==> config.mk <==
export PLATFORM = sky130hd
export DESIGN_NAME = uart_tx
export DESIGN_NICKNAME = d
export VERILOG_FILES = /design/src/rtl/uart_pkg.sv /design/src/rtl/uart_baud_gen.sv /design/src/rtl/uart_tx.sv
export SDC_FILE = /design/constraint.sdc
export NUM_CORES = 1
export LEC_CHECK = 0
export BUFFER_PORTS_ARGS = -buffer_cell sky130_fd_sc_hd__buf_2
export CAP_MARGIN = 10
export CORE_ASPECT_RATIO = 0.5
export CORE_MARGIN = 5
export CORE_UTILIZATION = 50
export DETAILED_ROUTE_END_ITERATION = 7
export PLACE_DENSITY_LB_ADDON = 0.2
export SETUP_SLACK_MARGIN = 0.4
export SLEW_MARGIN = 15
export SYNTH_ARGS = -nofsm -noshare
export SYNTH_HDL_FRONTEND = slang
export SYNTH_SLANG_ARGS = --single-unit
==> constraint.sdc <==
create_clock -name clk -period 1.6 [get_ports clk]
set_input_delay 0.24 -clock clk [delete_from_list [all_inputs] [get_ports clk]]
set_output_delay 0.24 -clock clk [all_outputs]
set_load 0.05 [all_outputs]
==> src/rtl/uart_pkg.sv <==
// Shared definitions for the UART transmitter slice: frame line levels,
// FSM state encoding, the default bit period and the parity helper.
package uart_pkg;

  typedef enum logic [2:0] {
    IDLE   = 3'd0,
    START  = 3'd1,
    DATA   = 3'd2,
    PARITY = 3'd3,
    STOP   = 3'd4
  } state_t;

  // Line levels for the framing bits; the idle line sits at the stop level.
  localparam logic START_BIT = 1'b0;
  localparam logic STOP_BIT  = 1'b1;

  // 50 MHz system clock, 115200 baud.
  localparam int DEFAULT_CLKS_PER_BIT = 434;

  // Even parity: the parity bit makes the total count of ones even.
  function automatic logic even_parity(input logic [7:0] d);
    return ^d;
  endfunction

endpackage

==> src/rtl/uart_baud_gen.sv <==
// Bit-period divider: counts 0..CLKS_PER_BIT-1 and flags the last cycle of
// each serial bit. Clearing restarts the period so a frame's first bit is
// exactly CLKS_PER_BIT cycles long.
module uart_baud_gen
  import uart_pkg::*;
#(
  parameter int CLKS_PER_BIT = DEFAULT_CLKS_PER_BIT
) (
  input  logic clk,
  input  logic reset,
  input  logic clear,
  output logic bit_end
);

  localparam int            CW   = $clog2(CLKS_PER_BIT);
  localparam logic [CW-1:0] LAST = CW'(CLKS_PER_BIT - 1);

  logic [CW-1:0] count;

  // Free-running divider with synchronous clear and wrap at the last cycle.
  // NOTE: sequential state is written with non-blocking assignments so every
  // register samples pre-edge values and simulation order cannot matter.
  always_ff @(posedge clk) begin
    if (!reset || clear) begin
      count <= '0;
    end else if (count == LAST) begin
      count <= '0;
    end else begin
      count <= count + CW'(1);
    end
  end

  assign bit_end = (count == LAST);

endmodule

==> src/rtl/uart_tx.sv <==
// UART transmitter: 1 start bit, 8 data bits LSB first, optional even
// parity bit, 1 stop bit. Bytes arrive over a valid/ready handshake and are
// latched on acceptance; all outputs are registered.
// Optional feature: define UART_TX_PARITY_EN to insert an even-parity bit
// between the last data bit and the stop bit.
module uart_tx
  import uart_pkg::*;
#(
  parameter int CLKS_PER_BIT = DEFAULT_CLKS_PER_BIT,
  parameter int DATA_BITS    = 8
) (
  input  logic                 clk,
  input  logic                 reset,
  input  logic [DATA_BITS-1:0] tx_data,
  input  logic                 tx_valid,
  output logic                 tx_ready,
  output logic                 tx,
  output logic                 busy,
  output logic                 tx_done
);

  localparam logic [2:0] ST_IDLE   = IDLE;
  localparam logic [2:0] ST_START  = START;
  localparam logic [2:0] ST_DATA   = DATA;
`ifdef UART_TX_PARITY_EN
  localparam logic [2:0] ST_PARITY = PARITY;
`endif
  localparam logic [2:0] ST_STOP   = STOP;

  localparam int         BW       = $clog2(DATA_BITS);
  localparam logic [BW-1:0] LAST_BIT = BW'(DATA_BITS - 1);

  logic [2:0]           state;
  logic [BW-1:0]        bit_cnt;
  logic [DATA_BITS-1:0] shreg;
  logic                 accept;
  logic                 bit_end;
`ifdef UART_TX_PARITY_EN
  logic                 parity_bit;
`endif

  assign accept = tx_valid && tx_ready;

  uart_baud_gen #(
    .CLKS_PER_BIT(CLKS_PER_BIT)
  ) u_baud (
    .clk    (clk),
    .reset  (reset),
    .clear  (accept),
    .bit_end(bit_end)
  );

`ifdef UART_TX_PARITY_EN
  // Parity is computed once from the accepted byte, before shifting starts.
  always_ff @(posedge clk) begin
    if (!reset) begin
      parity_bit <= 1'b0;
    end else if (accept) begin
      parity_bit <= even_parity(tx_data);
    end
  end
`endif

  // Frame sequencer: drives the line one bit per divider period and
  // shifts the latched byte out LSB first.
  always_ff @(posedge clk) begin
    if (!reset) begin
      state    <= ST_IDLE;
      bit_cnt  <= '0;
      shreg    <= '0;
      tx       <= STOP_BIT;
      tx_ready <= 1'b1;
      busy     <= 1'b0;
      tx_done  <= 1'b0;
    end else begin
      tx_done <= 1'b0;
      case (state)
        ST_IDLE: begin
          if (accept) begin
            shreg    <= tx_data;
            tx       <= START_BIT;
            tx_ready <= 1'b0;
            busy     <= 1'b1;
            state    <= ST_START;
          end
        end
        ST_START: begin
          if (bit_end) begin
            tx      <= shreg[0];
            shreg   <= shreg >> 1;
            bit_cnt <= '0;
            state   <= ST_DATA;
          end
        end
        ST_DATA: begin
          if (bit_end) begin
            // Counter wraps back to zero as the last data bit ends.
            bit_cnt <= bit_cnt + BW'(1);
            if (bit_cnt == LAST_BIT) begin
`ifdef UART_TX_PARITY_EN
              tx    <= parity_bit;
              state <= ST_PARITY;
`else
              tx    <= STOP_BIT;
              state <= ST_STOP;
`endif
            end else begin
              tx    <= shreg[0];
              shreg <= shreg >> 1;
            end
          end
        end
`ifdef UART_TX_PARITY_EN
        ST_PARITY: begin
          if (bit_end) begin
            tx    <= STOP_BIT;
            state <= ST_STOP;
          end
        end
`endif
        ST_STOP: begin
          if (bit_end) begin
            tx_ready <= 1'b1;
            busy     <= 1'b0;
            tx_done  <= 1'b1;
            state    <= ST_IDLE;
          end
        end
        default: begin
          tx       <= STOP_BIT;
          tx_ready <= 1'b1;
          busy     <= 1'b0;
          state    <= ST_IDLE;
        end
      endcase
    end
  end

endmodule
**Yosys cells after proc, flatten, opt, wreduce, memory -nomap -nowiden**

Cells that the tools add are included.

- Input port bits: 11
- Register bits after elaboration: 27
- Memories: 0
- Latch bits: 0
- Memory bits (writable): 0
- Memory bits (read-only): 0

- Bitwise gates (word level): 2
- $lt $le $gt $ge: 0
- Reductions and logical operators: 14
- Multiply operators: 0
- Add/subtract/negate cells: 2
- Shift operators: 0
- Div/mod/pow operators: 0
- Equality and inequality tests: 11
- Mux-type cells: 24

Operator list:

| cell | number |
|---|---|
| $mux 8 | 4 |
| $pmux 8 s3 | 1 |
| $mux 3 | 6 |
| $pmux 3 s4 | 1 |
| $ne 2x2->1 const B | 5 |
| $reduce_and 5->1 | 2 |
| $add 9x1->9 const B | 1 |
| $eq 9x9->1 const B | 1 |
| $mux 1 | 8 |
| $eq 3x3->1 const B | 2 |
| $pmux 1 s3 | 2 |
| $pmux 3 s2 | 1 |
| $reduce_and 3->1 | 2 |
| $pmux 1 s4 | 1 |
| $reduce_and 4->1 | 1 |
| $reduce_or 2->1 | 2 |
| $add 3x1->3 const B | 1 |
| $eq 3x1->1 const B | 1 |
| $eq 3x2->1 const B | 1 |
| $logic_not 3->1 | 1 |
| $reduce_bool 3->1 | 1 |
| $ne 2x1->1 const B | 1 |
| $not 1->1 | 2 |
| $reduce_and 2->1 | 1 |
| 4 further kinds | 4 |

**Longest topological paths before layout**

Gate-level depths: netlist (run 1).

- Word-level depth: 4
- Mapped depth: 6
- Mapped depth without buffers: 6

**Cells and area by module**

Synthesis (run 1) repeated with hierarchy kept, for this count alone.

- Cells, all modules: 152
- Area total of the unflattened synthesis: 1386.3 sq um

Modules (own cells, without submodules):

| module | times used | cells an instance | area an instance (sq um) | seq. area each (sq um) |
|---|---|---|---|---|
| uart_tx | 1 | 106 | 965.9 | 360.3 |
| uart_baud_gen | 1 | 46 | 420.4 | 180.2 |

**Least setup slack after synthesis (run 1)**

OpenSTA, ideal clock, no wires.

- Path kind: reg2reg
- Start: register bit_cnt[0]
- End: register shreg[7]
- Period minus slack after synthesis: 1682 ps
- Stages on the path, launching flop included: 6
- Arrival time: 1610 ps
- Slack: -82 ps
- Path buffers: 0
- Path through: dfxtp_1 ha_1 ha_1 o21a_1 a2111oi_4 mux2i_1

- Word-level cells in the longest chain between the ends: 3

RTL lines:

| element | RTL line | RTL |
|---|---|---|
| start: declaration | uart_tx.sv:34 | `logic [BW-1:0] bit_cnt;` |
| start signal: assignment | uart_tx.sv:98 | `bit_cnt <= bit_cnt + BW'(1);` |
| $eq 3x3->1 | uart_tx.sv:99 | `if (bit_cnt == LAST_BIT) begin` |
| $ne 2x2->1 (no line) | - |  |
| $reduce_and 5->1 (no line) | - |  |
| end signal: assignment | uart_tx.sv:80 | `shreg <= tx_data;` |
| end signal: assignment | uart_tx.sv:90 | `shreg <= shreg >> 1;` |
| end signal: assignment | uart_tx.sv:109 | `shreg <= shreg >> 1;` |
| end: declaration | uart_tx.sv:35 | `logic [DATA_BITS-1:0] shreg;` |

No other way between the ends.
A chain may end at the register's enable or synchronous reset.

**Final worst setup path (run 1)**

- Start: register bit_cnt[0]
- End: register shreg[0]

Same word-level chain as after synthesis.

==> impl_metrics.json, run 1 <==
{
  "drv_cap": 0,
  "clock_skew_ns": 0.0116,
  "initial_core_util_pct": 51.2,
  "synthTopCellsByCount": "dfxtp_1 (27), nor2_1 (16), nand2_1 (15)",
  "yosysUniqueCellTypes": 37,
  "drt-initial-drc-count": 36,
  "htree_levels": 1,
  "instances_no_fill": 220,
  "dieArea_um2": 3780,
  "syn-num-nets": 161,
  "crit_path_max_incr_delay_ns": 0.52,
  "arrival_ns": 1.84,
  "post-dp-hpwl_mm": 2.02,
  "regArea_um2": 551,
  "power.leakage_nw": 0.737,
  "crit_top_cell": "ha_4",
  "grt_pass1_wl_mm": 5.29,
  "routed_wl_mm": 3.37,
  "fin_ws_ns": -0.0402,
  "post-place-cells": 209,
  "vias_per_cell": 5.59,
  "synth.top_cell.area_share_pct": 41.6,
  "violations": "negative setup slack",
  "wl_per_cell_um": 15.3,
  "start_kind": "register",
  "top_usage_layer": "met2",
  "grt_use_met1_pct": 23.3,
  "synth_edf_count": 0,
  "fin_crit_sh_pct": 103,
  "clockBufferDepth": 2,
  "grt_max_degree": 21,
  "rsz0062_at_grt": "true",
  "worstMarginPinSlew_ns": 0.285,
  "relSlewSlack_pct": 81.0,
  "multi_input_comb_area_um2": 946,
  "fin_setup_tns_ns": -0.120,
  "netSwitchingFraction_pct": 27.9,
  "nets": 199,
  "drv_slew": 0,
  "outcome": "finished with violations",
  "pwr-share-comb_pct": 19.2,
  "pre_cts_ws_ns": -0.0952,
  "ys.flop_type": "dfxtp_1",
  "yosysTopAreaCell": "dfxtp_1",
  "use_met2_pct": 32.3,
  "ioPinCount": 15,
  "min_from": "tx_data[5]",
  "p_sw_mw": 0.388,
  "clk_latency_ns": 0.28,
  "core_um2": 2540,
  "cts.sinks": 27,
  "yosys-top-cells-area": "dfxtp_1 (42%), mux2i_1 (6.2%), nor2_1 (4.6%)",
  "pwr-share-seq_pct": 52.5,
  "crit_chain": "ha_4, ha_4, o21a_4, a2111o_1, o22ai_1",
  "die_x_um": 82.1,
  "path_clk_slew_ns": 0.10,
  "first_global_vias": 1188,
  "syn2layout_area_growth_pct": 45.8,
  "ir_drop_v": 0.000525,
  "hold_violations": 0,
  "overflow": 0,
  "yosys_warnings": 0,
  "die_h_um": 46.0,
  "crit_type": "reg2reg",
  "use_met3_pct": 5.53,
  "gp_congestion": 0.760,
  "end_kind": "register",
  "cp_slowest_cell": "a2111o_1",
  "cts_buffers": 3,
  "power.density_nw_per_um2": 734,
  "row_count": 13,
  "hold_slack_ns": 0.238,
  "worstReg2RegStart": "bit_cnt[0]",
  "grtUsageTotal_pct": 19.0,
  "internal_power_mw": 1.00,
  "synth.most_common_cell": "dfxtp_1",
  "port_buffers": 14,
  "syn_area_um2": 1300,
  "final-setup-viol-count": 7,
  "critPathMaxFanout": 7,
  "firstDrtPassIters": 4,
  "cts_tree": "done",
  "clock.fmax_ghz": 0.610,
  "syn_area_per_cell_um2": 8.90,
  "synth_seq_cells": 27,
  "cts_root_buf": "clkbuf_8",
  "crit_start": "bit_cnt[0]",
  "seq_area_frac_synth_pct": 41.6,
  "critPathRequiredTime_ns": 1.80,
  "hp-class": "in2reg",
  "clkPwrFrac_pct": 28.3,
  "postSynthCellCount": 146,
  "drive_gt1_share_pct": 45.9,
  "fin_crit_ns": 1.64,
  "vias": 1230,
  "antenna_found_initial": 0,
  "detail-route-antenna-nets": 0,
  "n_antenna_cell": 0,
  "whs_path_depth": 3,
  "r2r_cells": 5,
  "async_flop_share_pct": 0,
  "nFillCells": 183,
  "drc": 0
}
final cells by class:
class,count,share of cell area (%)
Sequential cell,27,29.1
Clock buffer,4,2.38
Timing Repair Buffer,39,14.9
Tap cell,37,2.45
Inverter,6,1.19
Multi-Input combinational cell,107,50.0
state kept, by name, summed over array words and instances (netlist names):
name          cells
bit_cnt           3
shreg             8
tx_ready          1
tx                1
tx_done           1
state             3
busy              1
u_baud.count      9
critical path, delay by kind of cell, from the launching register on:
| family | cells | cell delay (ns) |
|---|---|---|
| compound gates | 3 | 0.90 |
| flops | 1 | 0.35 |
| fa+ha+maj | 2 | 0.32 |
cells by family (layout without fill, tap and decap cells):
logic type | after synthesis | after routing | share of synthesized area [%]
fa+ha+maj | 4 | 4 | 3.85
simple gates | 55 | 56 | 20.9
flops | 27 | 27 | 41.6
buf+inv | 13 | 49 | 3.95
mux | 9 | 9 | 7.03
xor+xnor | 8 | 8 | 5.40
compound gates | 30 | 30 | 17.2
timing repair:
item                                   in CTS  in global routing
setup endpoints to repair                  27                 28
setup buffers                               5                  1
resized for setup                          40                 21
hold buffers                                0                  0
gates cloned                                1                  0
pin swaps                                  16                  9
endpoints found under the hold margin       0                  0
routing by layer:
metal | vias up | routed length [µm]
li1 | 602 | -
met1 | 591 | 1490
met2 | 30 | 1660
met3 | 7 | 163
met4 | 0 | 55
met5 | - | 0
path summary, 6_finish.rpt:
kind / to / slack, ns
hold reg to reg: shreg[7] / 0.47
setup / recovery: shreg[0] / -0.04
setup reg to reg: shreg[0] / -0.04
hold / removal: shreg[5] / 0.24
per-stage QoR:
stage	util (%)	total power, mW	instance area [µm²]
after floorplan	-	0.888	1310
after global placement	60.6	0.954	1540
after detailed placement	60.6	0.959	1540
after CTS	70.0	1.37	1780
after global routing	74.6	1.46	1890
final	74.6	1.39	1890
cell usage in the layout (no fill, tap or decap), drive strengths merged, types with 2 or more instances in the layout:
cell type	Yosys	final
xnor2	6	6
o21ai	7	7
a2111oi	2	2
mux2i	8	8
o22ai	7	7
dfxtp	27	27
inv	6	6
a21boi	2	2
nand3	7	8
clkbuf	5	5
a21oi	3	3
nand4	5	5
nand2b	2	2
xor2	2	2
nor2	16	16
buf	2	38
nand2	15	15
nor3	3	3
ha	4	4
power groups by stage:
stage	combinational (mW)	clock (mW)	sequential, mW
2_1_floorplan	0.122	0	0.766
3_3_place_gp	0.216	0	0.738
3_5_place_dp	0.220	0	0.739
4_1_cts	0.246	0.395	0.728
5_1_grt	0.287	0.435	0.734
6_report	0.267	0.393	0.730
(Power assumes the default switching activity.)
==> inputs of run 2 (changes only) <==
BUFFER_PORTS_ARGS = default   (was -buffer_cell sky130_fd_sc_hd__buf_2)
DONT_BUFFER_PORTS = 1   (was default)
==> run 2 against run 1 <==
  * The run still ends with negative setup slack left
  * Combinational power shrank 9.4%
  * Non-clock buffer count fell by 14
  * Clock skew decreased by 0.00089 ns
  * Core utilization fell by 3.6 points
  * Die area unchanged
  * First-iteration DRC count increased by 61%
  * Cell area fell by 4.9%
  * Clock-buffer cell count decreased by 1
  * Highest routed layer unchanged
==> impl_metrics.json, run 2 (synthesis results as in run 1) <==
{
  "critPathRequiredTime_ns": 1.78,
  "first_global_vias": 1134,
  "core_um2": 2540,
  "rrSetupSlack_ns": -0.14,
  "critPathMaxFanout": 7,
  "drv_cap": 0,
  "place_area_um2": 1480,
  "cts_hold_buf": 0,
  "clock.fmax_ghz": 0.573,
  "row_count": 13,
  "reg_top3": "u_baud.count (9), shreg (8)",
  "crit_type": "reg2reg",
  "overflow": 0,
  "power.density_nw_per_um2": 770,
  "cts_tree": "done",
  "design_area_um2": 1800,
  "nFillCells": 192,
  "grtUsageTotal_pct": 18.6,
  "instances_no_fill": 206,
  "path_clk_slew_ns": 0.10,
  "ioPinCount": 15,
  "cts_buffers": 3,
  "pre_cts_ws_ns": -0.0849,
  "largest_register_ff_count": 9,
  "cts.sinks": 27,
  "hold_violations": 0,
  "syn2layout_area_growth_pct": 38.6,
  "clk_latency_ns": 0.28,
  "violations": "negative setup slack",
  "start_kind": "register",
  "multi_input_comb_area_um2": 921,
  "fin_crit_ns": 1.74,
  "worstMarginPinSlew_ns": 0.471,
  "nets": 185,
  "die_h_um": 46.0,
  "drc": 0,
  "grt_max_degree": 22,
  "most-common-layout-cells": "buf_4 (19), dfxtp_1 (18), nand2_1 (13), nor2_1 (10)",
  "fin_crit_sh_pct": 109,
  "largest_register": "u_baud.count",
  "cts_root_buf": "clkbuf_8",
  "grt_pass1_wl_mm": 5.29,
  "antenna_found_initial": 0,
  "initial_core_util_pct": 51.2,
  "dieArea_um2": 3780,
  "power.leakage_nw": 0.677,
  "end_kind": "register",
  "relSlewSlack_pct": 68.5,
  "outcome": "finished with violations",
  "regArea_um2": 554,
  "hp-class": "in2reg",
  "die_x_um": 82.1,
  "drv_slew": 0,
  "htree_levels": 1,
  "ir_drop_v": 0.000393,
  "clock_skew_ns": 0.0107,
  "firstDrtPassIters": 4,
  "wl_per_cell_um": 15.4,
  "drt-initial-drc-count": 58,
  "fin_ws_ns": -0.145,
  "vias": 1137,
  "final_common_cell": "buf_4",
  "routed_wl_mm": 3.17,
  "arrival_ns": 1.93,
  "gp_congestion": 0.857,
  "detail-route-antenna-nets": 0,
  "clockBufferDepth": 2,
  "drive_gt1_share_pct": 39.1,
  "vias_per_cell": 5.52,
  "final-setup-viol-count": 9,
  "n_antenna_cell": 0,
  "rsz0062_at_grt": "true",
  "post-place-cells": 197,
  "port_buffers": 0
}
-- run 2: cell count changes in the layout (fill, tap and decap cells not counted), sizes merged --
cell / previous run / this run
buf: 38 / 25
clkinv: 0 / 1
clkbuf: 5 / 3
-- run 2: cell type report --
type,instances,share of cell area [%]
multi-input combinational,107,51.1
sequential,27,30.8
timing repair buffer,25,11.7
tap,37,2.57
clock buffer,3,2.29
inverter,6,1.25
clock inverter,1,0.278
-- run 2: worst max-delay path, cell delays in order, from the launching register on --
cell      delay, ns
dfxtp_4        0.37
ha_4           0.16
ha_4           0.16
o21a_1         0.21
a2111o_1       0.54
o22ai_1        0.22
-- run 2: path summary, 6_finish.rpt --
kind,cells past startpoint,from,endpoint
worst max register to register,5,bit_cnt[1],shreg[5]
worst min register to register,2,shreg[7],shreg[7]
worst min-delay path,1,reset,tx_ready
worst max-delay path,5,bit_cnt[1],shreg[5]
-- run 2: stage by stage --
| stage | util [%] | setup TNS [ns] | power (mW) | hold WS (ns) |
|---|---|---|---|---|
| final | 71.0 | -0.476 | 1.39 | 0.0475 |
| after global routing | 71.0 | -1.24 | 1.45 | 0.0541 |
| after CTS | 66.0 | -0.357 | 1.35 | 0.0349 |
| after detailed placement | 58.4 | -0.555 | 0.937 | 0.325 |
| after global placement | 58.4 | -0.381 | 0.931 | 0.318 |
| after floorplan | - | 0 | 0.888 | 0.410 |
-- run 2: per-layer routing --
metal	wire [µm]	part of all wire (%)	track usage, %	vias up
met5	0	0	0	-
met4	36	1.1	2.98	0
met3	112	3.5	4.74	6
met2	1510	48	32.7	20
met1	1510	48	23.6	540
li1	-	-	-	571
-- run 2: power by group --
part / internal, mW / switching, mW
clock network: 0.175 / 0.217
logic: 0.121 / 0.122
registers: 0.706 / 0.0464
total: 1.00 / 0.385
-- run 2: repair_timing --
action	4_1_cts	5_1_grt
endpoints found under the setup margin	27	29
buffers inserted	4	0
cloned	1	0
pin swaps	18	11
gates resized for setup	28	28
